## src/rtl/hazard_ctrl.sv

```systemverilog
// Hazard controller: stall/flush sequencing, EX operand forwarding and a memory-hold FSM with overrun flag.
// Optional performance counters are enabled by defining HAZARD_PERF_CNT_EN.
module hazard_ctrl #(
  parameter int unsigned MAX_HOLD = 255,
  parameter int unsigned CNT_W    = 32
) (
  input  logic             clk,
  input  logic             rst,
  input  logic [4:0]       RS1_D,
  input  logic [4:0]       RS2_D,
  input  logic [4:0]       RS1_E,
  input  logic [4:0]       RS2_E,
  input  logic [4:0]       RD_E,
  input  logic             RegWriteE,
  input  logic             ResultSrcE,
  input  logic [4:0]       RD_M,
  input  logic [4:0]       RD_W,
  input  logic             RegWriteM,
  input  logic             RegWriteW,
  input  logic             PCSrcE,
  input  logic             hold_req,
  output logic             StallF,
  output logic             StallD,
  output logic             StallE,
  output logic             StallM,
  output logic             FlushD,
  output logic             FlushE,
  output logic [1:0]       ForwardAE,
  output logic [1:0]       ForwardBE,
  output logic             hold_timeout
`ifdef HAZARD_PERF_CNT_EN
  ,
  output logic [CNT_W-1:0] stall_cnt,
  output logic [CNT_W-1:0] flush_cnt,
  output logic [CNT_W-1:0] hold_cnt_total
`endif
);

  typedef enum logic {RUN, HOLD} state_e;

  localparam logic [15:0] MaxHoldL = 16'(MAX_HOLD);

  state_e      fsm_q, fsm_d;
  logic [15:0] hold_ctr_q, hold_ctr_d;
  logic        hold_timeout_q, hold_timeout_d;
  logic        ld_use;

  function automatic logic [1:0] fwd_sel(input logic [4:0] rs);
    if (RegWriteM && (RD_M != 5'd0) && (RD_M == rs))      fwd_sel = 2'b10;
    else if (RegWriteW && (RD_W != 5'd0) && (RD_W == rs)) fwd_sel = 2'b01;
    else                                                   fwd_sel = 2'b00;
  endfunction

  assign ld_use = ResultSrcE && RegWriteE && (RD_E != 5'd0) &&
                  ((RD_E == RS1_D) || (RD_E == RS2_D));

  // A hold cycle is any cycle with hold_req high: entry is combinational from RUN,
  // and the pipe resumes RUN behaviour in the first cycle hold_req is low.
  always_comb begin
    StallF    = 1'b0;
    StallD    = 1'b0;
    StallE    = 1'b0;
    StallM    = 1'b0;
    FlushD    = 1'b0;
    FlushE    = 1'b0;
    ForwardAE = 2'b00;
    ForwardBE = 2'b00;
    if (!rst) begin
      ForwardAE = fwd_sel(RS1_E);
      ForwardBE = fwd_sel(RS2_E);
      if (hold_req) begin
        StallF = 1'b1;
        StallD = 1'b1;
        StallE = 1'b1;
        StallM = 1'b1;
      end else begin
        StallF = ld_use;
        StallD = ld_use;
        FlushD = PCSrcE;
        FlushE = PCSrcE | ld_use;
      end
    end
  end

  always_comb begin
    fsm_d          = fsm_q;
    hold_ctr_d     = hold_ctr_q;
    hold_timeout_d = hold_timeout_q;
    if (hold_req) begin
      fsm_d = HOLD;
      if (fsm_q == RUN)           hold_ctr_d = 16'd1;
      else if (hold_ctr_q != '1)  hold_ctr_d = hold_ctr_q + 16'd1;
      if (hold_ctr_d == MaxHoldL) hold_timeout_d = 1'b1;
    end else begin
      fsm_d      = RUN;
      hold_ctr_d = '0;
    end
  end

  always_ff @(posedge clk or posedge rst) begin
    if (rst) begin
      fsm_q          <= RUN;
      hold_ctr_q     <= '0;
      hold_timeout_q <= 1'b0;
    end else begin
      fsm_q          <= fsm_d;
      hold_ctr_q     <= hold_ctr_d;
      hold_timeout_q <= hold_timeout_d;
    end
  end

  assign hold_timeout = hold_timeout_q;

`ifdef HAZARD_PERF_CNT_EN
  logic [CNT_W-1:0] stall_cnt_q, flush_cnt_q, hold_cnt_q;

  always_ff @(posedge clk or posedge rst) begin
    if (rst) begin
      stall_cnt_q <= '0;
      flush_cnt_q <= '0;
      hold_cnt_q  <= '0;
    end else begin
      stall_cnt_q <= stall_cnt_q + CNT_W'(StallD);
      flush_cnt_q <= flush_cnt_q + CNT_W'(FlushE);
      hold_cnt_q  <= hold_cnt_q + CNT_W'(hold_req);
    end
  end

  assign stall_cnt      = stall_cnt_q;
  assign flush_cnt      = flush_cnt_q;
  assign hold_cnt_total = hold_cnt_q;
`endif

endmodule

```

## config.mk

```make
export PLATFORM = sky130hd
export DESIGN_NAME = hazard_ctrl
export DESIGN_NICKNAME = d
export VERILOG_FILES = /design/src/rtl/hazard_ctrl.sv
export SDC_FILE = /design/constraint.sdc
export NUM_CORES = 1
export LEC_CHECK = 0
export ABC_AREA = 1
export BUFFER_PORTS_ARGS = -buffer_cell sky130_fd_sc_hd__buf_2
export CAP_MARGIN = 15
export CORE_ASPECT_RATIO = 1.4
export CORE_MARGIN = 2
export CORE_UTILIZATION = 48
export CTS_BUF_LIST = sky130_fd_sc_hd__clkbuf_4
export DETAILED_ROUTE_END_ITERATION = 7
export PLACE_DENSITY_LB_ADDON = 0.2
export SYNTH_ARGS = -nofsm -noshare
export SYNTH_HDL_FRONTEND = slang
export SYNTH_SLANG_ARGS = --single-unit
```

## constraint.sdc

```tcl
create_clock -name clk -period 1.5 [get_ports clk]
set_input_delay 0.225 -clock clk [delete_from_list [all_inputs] [get_ports clk]]
set_output_delay 0.225 -clock clk [all_outputs]
set_load 0.02 [all_outputs]
```

==> qor.json, run 1 <==
{
  "run_status": {
    "run_status": "finished, violations left",
    "failing_checks": "negative setup slack"
  },
  "worst_setup_path": {
    "worstPathArrival_ns": 1.97,
    "slowest_stage": "sky130_fd_sc_hd__dfrtp_1",
    "cp_data_required_time_ns": 1.77,
    "crit_path_start_kind": "flip-flop",
    "worst_setup_path_end_kind": "flip-flop",
    "crit_family": "simple AND/OR/NAND/NOR gates",
    "critPathBufInv": 0,
    "maximum_fanout_encountered_on_the_critical_timing_path": 7,
    "timing.critical_path.slowest_cell_delay_ns": 0.48,
    "crit_chain": "nand2_2 -> nor2_4 -> nand2_4 -> nor2_4 -> nand2_4 -> nand2_1 -> nand2_1 -> nand3_2 -> nand2_1 -> nor2_1 -> nand3_1 -> nand2_1",
    "worstSetupPathType": "reg2reg",
    "critPathMostFrequentCell": "sky130_fd_sc_hd__nand2_1",
    "setup_slack_on_the_worst_flop_to_flop_path_ns": -0.20
  },
  "global_route": {
    "first_global_vias": 2071,
    "antenna_violations_before_repair": 0,
    "grt_pass1_wl_um": 8910,
    "grt-ovfl-total": 0,
    "maximum_number_of_pins_on_one_net_before_global_route_repair": 18,
    "gr-usage-all-layers": 0.307
  },
  "logic_synthesis": {
    "synth-edff-count": 0,
    "synth_cell_types": 28,
    "netlist.area_leader.share": 0.263,
    "mapped_area_um2": 1710,
    "synth-main-ff-cell": "sky130_fd_sc_hd__dfrtp_1",
    "post_synth.cell_area_avg_um2": 6.63,
    "synthArstFlopShare": 1.00,
    "synth.largest_area_cell": "sky130_fd_sc_hd__dfrtp_1",
    "synth_seq_cells": 18,
    "yosys-top-cells-area": "sky130_fd_sc_hd__dfrtp_1 (26%), sky130_fd_sc_hd__nand2_1 (13%), sky130_fd_sc_hd__nand3_1 (8.2%)",
    "synth_sequential_area_ratio": 0.263,
    "synthesis.instances": 258,
    "yosys-top-cells-count": "sky130_fd_sc_hd__nand2_1 (59), sky130_fd_sc_hd__nor2_1 (36), sky130_fd_sc_hd__inv_1 (31)",
    "synth.net_count": 302,
    "yosys_warnings": 0,
    "synth.most_common_cell": "sky130_fd_sc_hd__nand2_1"
  },
  "die": {
    "start_util": 0.502,
    "die_w_um": 54.5,
    "vertical_extent_of_the_die_um": 74.7,
    "die_area_um2": 4070,
    "core_region_area_um2": 3410,
    "ioPinCount": 54,
    "rows": 25
  },
  "cells_and_area": {
    "final_nets": 404,
    "final-seq-area_um2": 450,
    "post-route-cell-area_um2": 2750,
    "filler_cell_count": 225,
    "area_growth_pct": 60.8,
    "multi_input_area_um2": 1360,
    "drive_gt1_frac": 0.479,
    "antenna_cells_inserted": 0
  },
  "routing": {
    "drt-vias-per-instance": 5.44,
    "vias": 2169,
    "drt-wirelength-per-cell_um": 16.8,
    "drt_iter0_drc": 104,
    "detail_route.drc_violations": 0,
    "ant_nets": 0,
    "routed_wl_um": 6700,
    "detailedRoute.firstPassIterationCount": 4
  },
  "placement": {
    "io_buffers": 53,
    "placed_wire_length_estimate_after_detailed_placement_um": 4030,
    "finalWeightedCongestion": 0.969,
    "placedInstanceArea_um2": 2350
  },
  "cts": {
    "clock-sinks": 18,
    "cts_tree": "done",
    "clock_tree_root_driver_cell": "sky130_fd_sc_hd__clkbuf_4",
    "tritoncts.num_buffers": 3,
    "clk_pin_slew_ns": 0.11,
    "clock_insertion_delay_worst_skew_ns": 0.32,
    "ctsLongestPathBuffers": 2,
    "htree_num_levels": 1,
    "cts_stage_hold_buffer_count": 0
  },
  "sta": {
    "setup_tns_ns": -0.960,
    "max_clock_freq_mhz": 588,
    "final_setup_margin_ns": -0.201,
    "timing_hold_violations_final": 0,
    "slew_of_the_pin_with_the_lowest_slew_margin_ns": 0.334,
    "rsz0062_at_grt": "true",
    "hold-worst-slack_ns": 0.0542,
    "finalClockSkew_ns": 0.0103,
    "worst_slew_margin_rel": 0.775,
    "final_min_period_over_clock_period": 1.13,
    "final-setup-viol-count": 14,
    "period_minus_ws_final_ns": 1.70,
    "maxSlewViolCount": 0
  },
  "power_and_ir_drop": {
    "switching_power_uw": 402,
    "vdd_ir_drop_max_mv": 0.378,
    "internal_power_uw": 775,
    "pwr-share-clk": 0.229,
    "power.leakage_uw": 0.00143,
    "combinational_power_share": 0.351,
    "pwr_density_cell_nw_per_um2": 428,
    "switching_share": 0.341,
    "power_frac_seq": 0.420
  },
  "hold_path": {
    "worst_hold_path_type": "in2async"
  },
  "job": {
    "max-cap-violations": 0
  }
}
final cells by class:
| type | instances | share of cell area |
|---|---|---|
| multi-input combinational | 201 | 0.495 |
| timing repair buffer | 102 | 0.266 |
| sequential | 18 | 0.164 |
| inverter | 34 | 0.0473 |
| tap | 40 | 0.0182 |
| clock buffer | 3 | 0.00818 |
| clock inverter | 1 | 0.00136 |
metal layers:
layer,GRT usage,wire [um],share of wire
met2,0.556,3560,0.53
met4,0.233,548,0.082
met3,0.0575,391,0.058
met1,0.292,2200,0.33
met5,0,0,0
cell families after synthesis:
family | Yosys count | synth area share
fa+ha+maj | 1 | 0.00731
xor+xnor | 29 | 0.148
simple gates | 158 | 0.436
compound gates | 12 | 0.0453
flops | 18 | 0.263
buf+inv | 40 | 0.0994
registers in the layout (all words and copies together) (netlist names):
name / flops
hold_ctr_q: 16
fsm_q: 1
hold_timeout: 1
power by group through the flow:
stage                     Sequential [uW]  Combinational [uW]  Clock, uW
after floorplan                       503                 149          0
after global placement                503                 285          0
after detailed placement              503                 289          0
after CTS                             494                 323        270
after global routing                  495                 437        286
final                                 494                 413        270
path summary, 6_finish.rpt:
check | cells after the start | endpoint | startpoint
hold reg to reg | 2 | hold_timeout$_DFFE_PP0P_ | hold_timeout$_DFFE_PP0P_
setup / recovery | 12 | hold_timeout$_DFFE_PP0P_ | hold_ctr_q[2]$_DFF_PP0_
max in group asynchronous | 3 | hold_ctr_q[14]$_DFF_PP0_ | rst
setup reg to reg | 12 | hold_timeout$_DFFE_PP0P_ | hold_ctr_q[2]$_DFF_PP0_
min in group clk | 1 | fsm_q$_DFF_PP0_ | hold_req
hold / removal | 3 | hold_ctr_q[2]$_DFF_PP0_ | rst
worst register-to-register path, cell delays in order (launching register included):
cell and delay, ns:
sky130_fd_sc_hd__dfrtp_1 0.48, sky130_fd_sc_hd__nand2_2 0.12, sky130_fd_sc_hd__nor2_4 0.16, sky130_fd_sc_hd__nand2_4 0.09, sky130_fd_sc_hd__nor2_4 0.12, sky130_fd_sc_hd__nand2_4 0.10, sky130_fd_sc_hd__nand2_1 0.07, sky130_fd_sc_hd__nand2_1 0.06
sky130_fd_sc_hd__nand3_2 0.10, sky130_fd_sc_hd__nand2_1 0.07, sky130_fd_sc_hd__nor2_1 0.14, sky130_fd_sc_hd__nand3_1 0.09, sky130_fd_sc_hd__nand2_1 0.07
placed cells by master (no fill, tap or decap), types with 2 or more instances in the layout:
master,netlist,final
sky130_fd_sc_hd__nand2_1,59,54
sky130_fd_sc_hd__buf_4,3,53
sky130_fd_sc_hd__buf_2,1,36
sky130_fd_sc_hd__inv_1,31,29
sky130_fd_sc_hd__nor2_1,36,29
sky130_fd_sc_hd__nand3_1,28,20
sky130_fd_sc_hd__dfrtp_1,18,18
sky130_fd_sc_hd__xor2_1,14,12
sky130_fd_sc_hd__buf_6,1,11
sky130_fd_sc_hd__nand2_2,5,10
sky130_fd_sc_hd__xnor2_2,0,8
sky130_fd_sc_hd__nand4_1,8,8
sky130_fd_sc_hd__xnor2_1,15,7
sky130_fd_sc_hd__nor2_4,4,7
sky130_fd_sc_hd__nand3_2,0,7
sky130_fd_sc_hd__nor2_2,2,6
sky130_fd_sc_hd__o21ai_1,2,5
sky130_fd_sc_hd__inv_2,3,4
sky130_fd_sc_hd__nand2_4,3,4
sky130_fd_sc_hd__or2_2,5,3
sky130_fd_sc_hd__clkbuf_4,0,3
sky130_fd_sc_hd__nor3_2,0,2
sky130_fd_sc_hd__or2_4,0,2
sky130_fd_sc_hd__nor4_4,0,2
sky130_fd_sc_hd__xor2_2,0,2
sky130_fd_sc_hd__nor4_2,0,2
sky130_fd_sc_hd__buf_8,0,2
repair_timing:
action	4_1_cts	5_1_grt
endpoints found under the hold margin	0	0
setup endpoints to repair	14	21
pin swaps	13	19
resized for setup	31	53
setup buffers	4	2
gates cloned	1	0
through the flow:
step                      std cells  utilization  total power, uW  setup slack [ns]
after floorplan                 258            -              652           -0.0455
final                           399        0.807             1180            -0.201
after detailed placement        391        0.689              792            -0.228
after global placement          391        0.689              788            -0.178
after global routing            399        0.807             1220            -0.312
after CTS                       399        0.742             1090            -0.148
Power figures use the tool's default switching activity.
==> inputs of run 2 (changes only) <==
--- a/config.mk
+++ b/config.mk
@@ -6,12 +6,12 @@
 export NUM_CORES = 1
 export LEC_CHECK = 0
 export ABC_AREA = 1
-export BUFFER_PORTS_ARGS = -buffer_cell sky130_fd_sc_hd__buf_2
+export BUFFER_PORTS_ARGS = -buffer_cell sky130_fd_sc_hd__clkbuf_2
 export CAP_MARGIN = 15
 export CORE_ASPECT_RATIO = 1.4
 export CORE_MARGIN = 2
-export CORE_UTILIZATION = 48
-export CTS_BUF_LIST = sky130_fd_sc_hd__clkbuf_4
+export CORE_UTILIZATION = 55
+export CTS_BUF_LIST = sky130_fd_sc_hd__clkbuf_16
 export DETAILED_ROUTE_END_ITERATION = 7
 export PLACE_DENSITY_LB_ADDON = 0.2
 export SYNTH_ARGS = -nofsm -noshare
==> constraint.sdc (replaced) <==
create_clock -name clk -period 2.05 [get_ports clk]
set_input_delay 0.3075 -clock clk [delete_from_list [all_inputs] [get_ports clk]]
set_output_delay 0.3075 -clock clk [all_outputs]
set_load 0.02 [all_outputs]
==> run 2 against run 1 <==
Against the previous run: the flow now finishes without violations; hold slack improved by 0.16 ns; cell area decreased by 24%; first-iteration DRC count decreased by 50%; maximum frequency decreased by 11%; clock power increased by 41%; non-clock buffer count decreased by 45; wire length decreased by 38%; flip-flop and latch count unchanged; critical path type unchanged; largest power group is now clock.
==> qor.json, run 2 (synthesis results as in run 1) <==
{
  "worst_setup_path": {
    "maximum_fanout_encountered_on_the_critical_timing_path": {"value": 11, "change": "+4"},
    "crit_path_start_kind": "flip-flop",
    "worstPathArrival": {"value": 2.10, "unit": "ns", "change": "+0.13 ns"},
    "reg2regPathDepth": {"value": 12, "change": "unchanged"},
    "worstSetupPathType": "reg2reg",
    "worst_setup_path_end_kind": "flip-flop",
    "cp_data_required_time": {"value": 2.24, "unit": "ns", "change": "+0.47 ns"}
  },
  "cts": {
    "post-cts-setup-buffers": {"value": 0, "change": "-4"},
    "htree_num_levels": {"value": 1, "change": "unchanged"},
    "clock-sinks": {"value": 18, "change": "unchanged"},
    "ctsLongestPathBuffers": {"value": 2, "change": "unchanged"},
    "cts_tree": "done",
    "clock_insertion_delay_worst_skew": {"value": 0.25, "unit": "ns", "change": "-0.07 ns"},
    "tritoncts.num_buffers": {"value": 3, "change": "unchanged"},
    "clk_pin_slew": {"value": 0.05, "unit": "ns", "change": "-0.06 ns"},
    "cts_stage_hold_buffer_count": {"value": 0, "change": "unchanged"},
    "clock_tree_root_driver_cell": "sky130_fd_sc_hd__clkbuf_16",
    "ctsResizeCount": {"value": 0, "change": "-100%"}
  },
  "hold_path": {
    "worst_hold_path_type": "in2reg",
    "hold_depth": 1
  },
  "power_and_ir_drop": {
    "pwr_density_cell": {"value": 447, "unit": "nW/um^2", "change": "+4.5%"},
    "vdd_ir_drop_max": {"value": 0.281, "unit": "mV", "change": "-26%"},
    "power.leakage": {"value": 0.00108, "unit": "uW", "change": "-24%"}
  },
  "sta": {
    "worst_slew_margin_rel": {"value": 0.668, "change": "-0.107"},
    "slew_of_the_pin_with_the_lowest_slew_margin": {"value": 0.493, "unit": "ns", "change": "+0.159 ns"},
    "max_clock_freq": {"value": 525, "unit": "MHz", "change": "-11%"},
    "timing_hold_violations_final": {"value": 0, "change": "unchanged"},
    "period_minus_ws_final": {"value": 1.91, "unit": "ns", "change": "+0.205 ns"},
    "maxSlewViolCount": {"value": 0, "change": "unchanged"},
    "final_setup_margin": {"value": 0.144, "unit": "ns", "change": "+0.345 ns"},
    "final-setup-viol-count": {"value": 0, "change": "-14"},
    "final_min_period_over_clock_period": {"value": 0.930, "change": "-0.204"},
    "setup_tns": {"value": 0, "unit": "ns", "change": "+0.960 ns"},
    "rsz0062_at_grt": "false",
    "finalClockSkew": {"value": 0.00257, "unit": "ns", "change": "-0.00772 ns"},
    "hold-worst-slack": {"value": 0.217, "unit": "ns", "change": "+0.163 ns"}
  },
  "die": {
    "core_region_area": {"value": 3030, "unit": "um^2", "change": "-11%"},
    "rows": {"value": 24, "change": "-4.0%"},
    "vertical_extent_of_the_die": {"value": 70.0, "unit": "um", "change": "-6.2%"},
    "die_w": {"value": 51.1, "unit": "um", "change": "-6.1%"},
    "ioPinCount": {"value": 54, "change": "unchanged"},
    "die_area": {"value": 3580, "unit": "um^2", "change": "-12%"},
    "start_util": {"value": 0.564, "change": "+0.0623"}
  },
  "routing": {
    "detail_route.drc_violations": {"value": 0, "change": "unchanged"},
    "drt-wirelength-per-cell": {"value": 11.7, "unit": "um", "change": "-30%"},
    "drt-vias-per-instance": {"value": 5.12, "change": "-5.8%"},
    "ant_nets": {"value": 0, "change": "unchanged"},
    "detailedRoute.firstPassIterationCount": {"value": 4, "change": "unchanged"},
    "vias": {"value": 1797, "change": "-17%"},
    "routed_wl": {"value": 4120, "unit": "um", "change": "-38%"},
    "drt_iter0_drc": {"value": 52, "change": "-50%"}
  },
  "placement": {
    "finalWeightedCongestion": {"value": 0.952, "change": "-1.8%"},
    "dpl_worst_slack": {"value": 0.162, "unit": "ns", "change": "+0.390 ns"},
    "placedInstanceArea": {"value": 2010, "unit": "um^2", "change": "-14%"},
    "io_buffers": {"value": 53, "change": "unchanged"},
    "placed_wire_length_estimate_after_detailed_placement": {"value": 3440, "unit": "um", "change": "-15%"}
  },
  "cells_and_area": {
    "flip_flop_count_of_the_largest_register_after_layout": {"value": 16, "change": "unchanged"},
    "regMostFlops": "hold_ctr_q",
    "postLayoutCoreUtil": {"value": 0.689, "change": "-0.119"},
    "post-route-cell-area": {"value": 2090, "unit": "um^2", "change": "-24%"},
    "mostFrequentLayoutCell": "sky130_fd_sc_hd__nand2_1",
    "layout_common_cells": "sky130_fd_sc_hd__nand2_1 (59), sky130_fd_sc_hd__clkbuf_2 (53), sky130_fd_sc_hd__nor2_1 (36), sky130_fd_sc_hd__inv_1 (31), sky130_fd_sc_hd__nand3_1 (28)",
    "drive_gt1_frac": {"value": 0.266, "change": "-0.213"},
    "final_nets": {"value": 358, "change": "-11%"},
    "antenna_cells_inserted": {"value": 0, "change": "unchanged"},
    "area_growth_pct": 22.0
  },
  "global_route": {
    "grt_pass1_wl": {"value": 7190, "unit": "um", "change": "-19%"},
    "maximum_number_of_pins_on_one_net_before_global_route_repair": {"value": 19, "change": "+1"},
    "antenna_violations_before_repair": {"value": 0, "change": "unchanged"},
    "gr-usage-all-layers": {"value": 0.259, "change": "-0.0474"},
    "grt-ovfl-total": {"value": 0, "change": "unchanged"},
    "first_global_vias": {"value": 1746, "change": "-16%"}
  },
  "run_status": {
    "run_status": "finished, final reports clean"
  },
  "job": {
    "max-cap-violations": {"value": 0, "change": "unchanged"}
  }
}
[run 2: cell count changes in the layout (fill, tap and decap cells not counted), moves of 7 or more]
cell	change
sky130_fd_sc_hd__clkbuf_2	+53
sky130_fd_sc_hd__buf_4	-49
sky130_fd_sc_hd__buf_2	-36
sky130_fd_sc_hd__buf_6	-11
sky130_fd_sc_hd__nand3_1	+8
sky130_fd_sc_hd__xnor2_1	+8
sky130_fd_sc_hd__xnor2_2	-8
sky130_fd_sc_hd__nand3_2	-7
sky130_fd_sc_hd__nor2_1	+7
[run 2: routing by layer]
layer / track usage / up-vias / share of wire
met5: 0 / - / 0
met4: 0.120 / 0 / 0.027
met3: 0.0235 / 12 / 0.048
met2: 0.481 / 58 / 0.54
met1: 0.286 / 804 / 0.39
li1: - / 923 / -
[run 2: power breakdown]
part / internal, uW / leakage, uW / total (uW) / switching, uW
combinational: 84.6 / 0.000805 / 188 / 104
clock: 257 / 0.0000370 / 382 / 126
sequential: 360 / 0.000242 / 363 / 3.44
[run 2: through the flow]
| step | instances | power (uW) |
|---|---|---|
| 2_1_floorplan | 258 | 475 |
| 3_3_place_gp | 348 | 554 |
| 3_5_place_dp | 348 | 557 |
| 4_1_cts | 351 | 937 |
| 5_1_grt | 351 | 976 |
| 6_report | 351 | 933 |
[run 2: path summary, 6_finish.rpt]
check	start	end	slack (ns)
worst min register to register	hold_timeout$_DFFE_PP0P_	hold_timeout$_DFFE_PP0P_	0.50
worst min-delay path	hold_req	fsm_q$_DFF_PP0_	0.22
max in group asynchronous	rst	hold_ctr_q[15]$_DFF_PP0_	1.62
worst max register to register	hold_ctr_q[0]$_DFF_PP0_	hold_timeout$_DFFE_PP0P_	0.14
worst max-delay path	hold_ctr_q[0]$_DFF_PP0_	hold_timeout$_DFFE_PP0P_	0.14
min in group asynchronous	rst	hold_ctr_q[4]$_DFF_PP0_	0.23
[run 2: cell type report]
cell class | count | area [um^2]
Tap cell | 39 | 48.8
Timing Repair Buffer | 57 | 295
Clock buffer | 3 | 75.1
Inverter | 34 | 128
Fill cell | 278 | 945
Sequential cell | 18 | 450
Multi-Input combinational cell | 200 | 1090
[run 2: worst max-delay path, stage by stage, from the launching register on]
cell and delay, ns:
sky130_fd_sc_hd__dfrtp_1 0.40, sky130_fd_sc_hd__ha_1 0.27, sky130_fd_sc_hd__inv_2 0.09, sky130_fd_sc_hd__nor2_4 0.05, sky130_fd_sc_hd__nand2_4 0.08, sky130_fd_sc_hd__inv_2 0.05, sky130_fd_sc_hd__nand2_2 0.21, sky130_fd_sc_hd__nand3_1 0.16
sky130_fd_sc_hd__o21ai_0 0.22, sky130_fd_sc_hd__nand2_1 0.09, sky130_fd_sc_hd__nor2_1 0.09, sky130_fd_sc_hd__nand3_1 0.08, sky130_fd_sc_hd__nand2_1 0.06
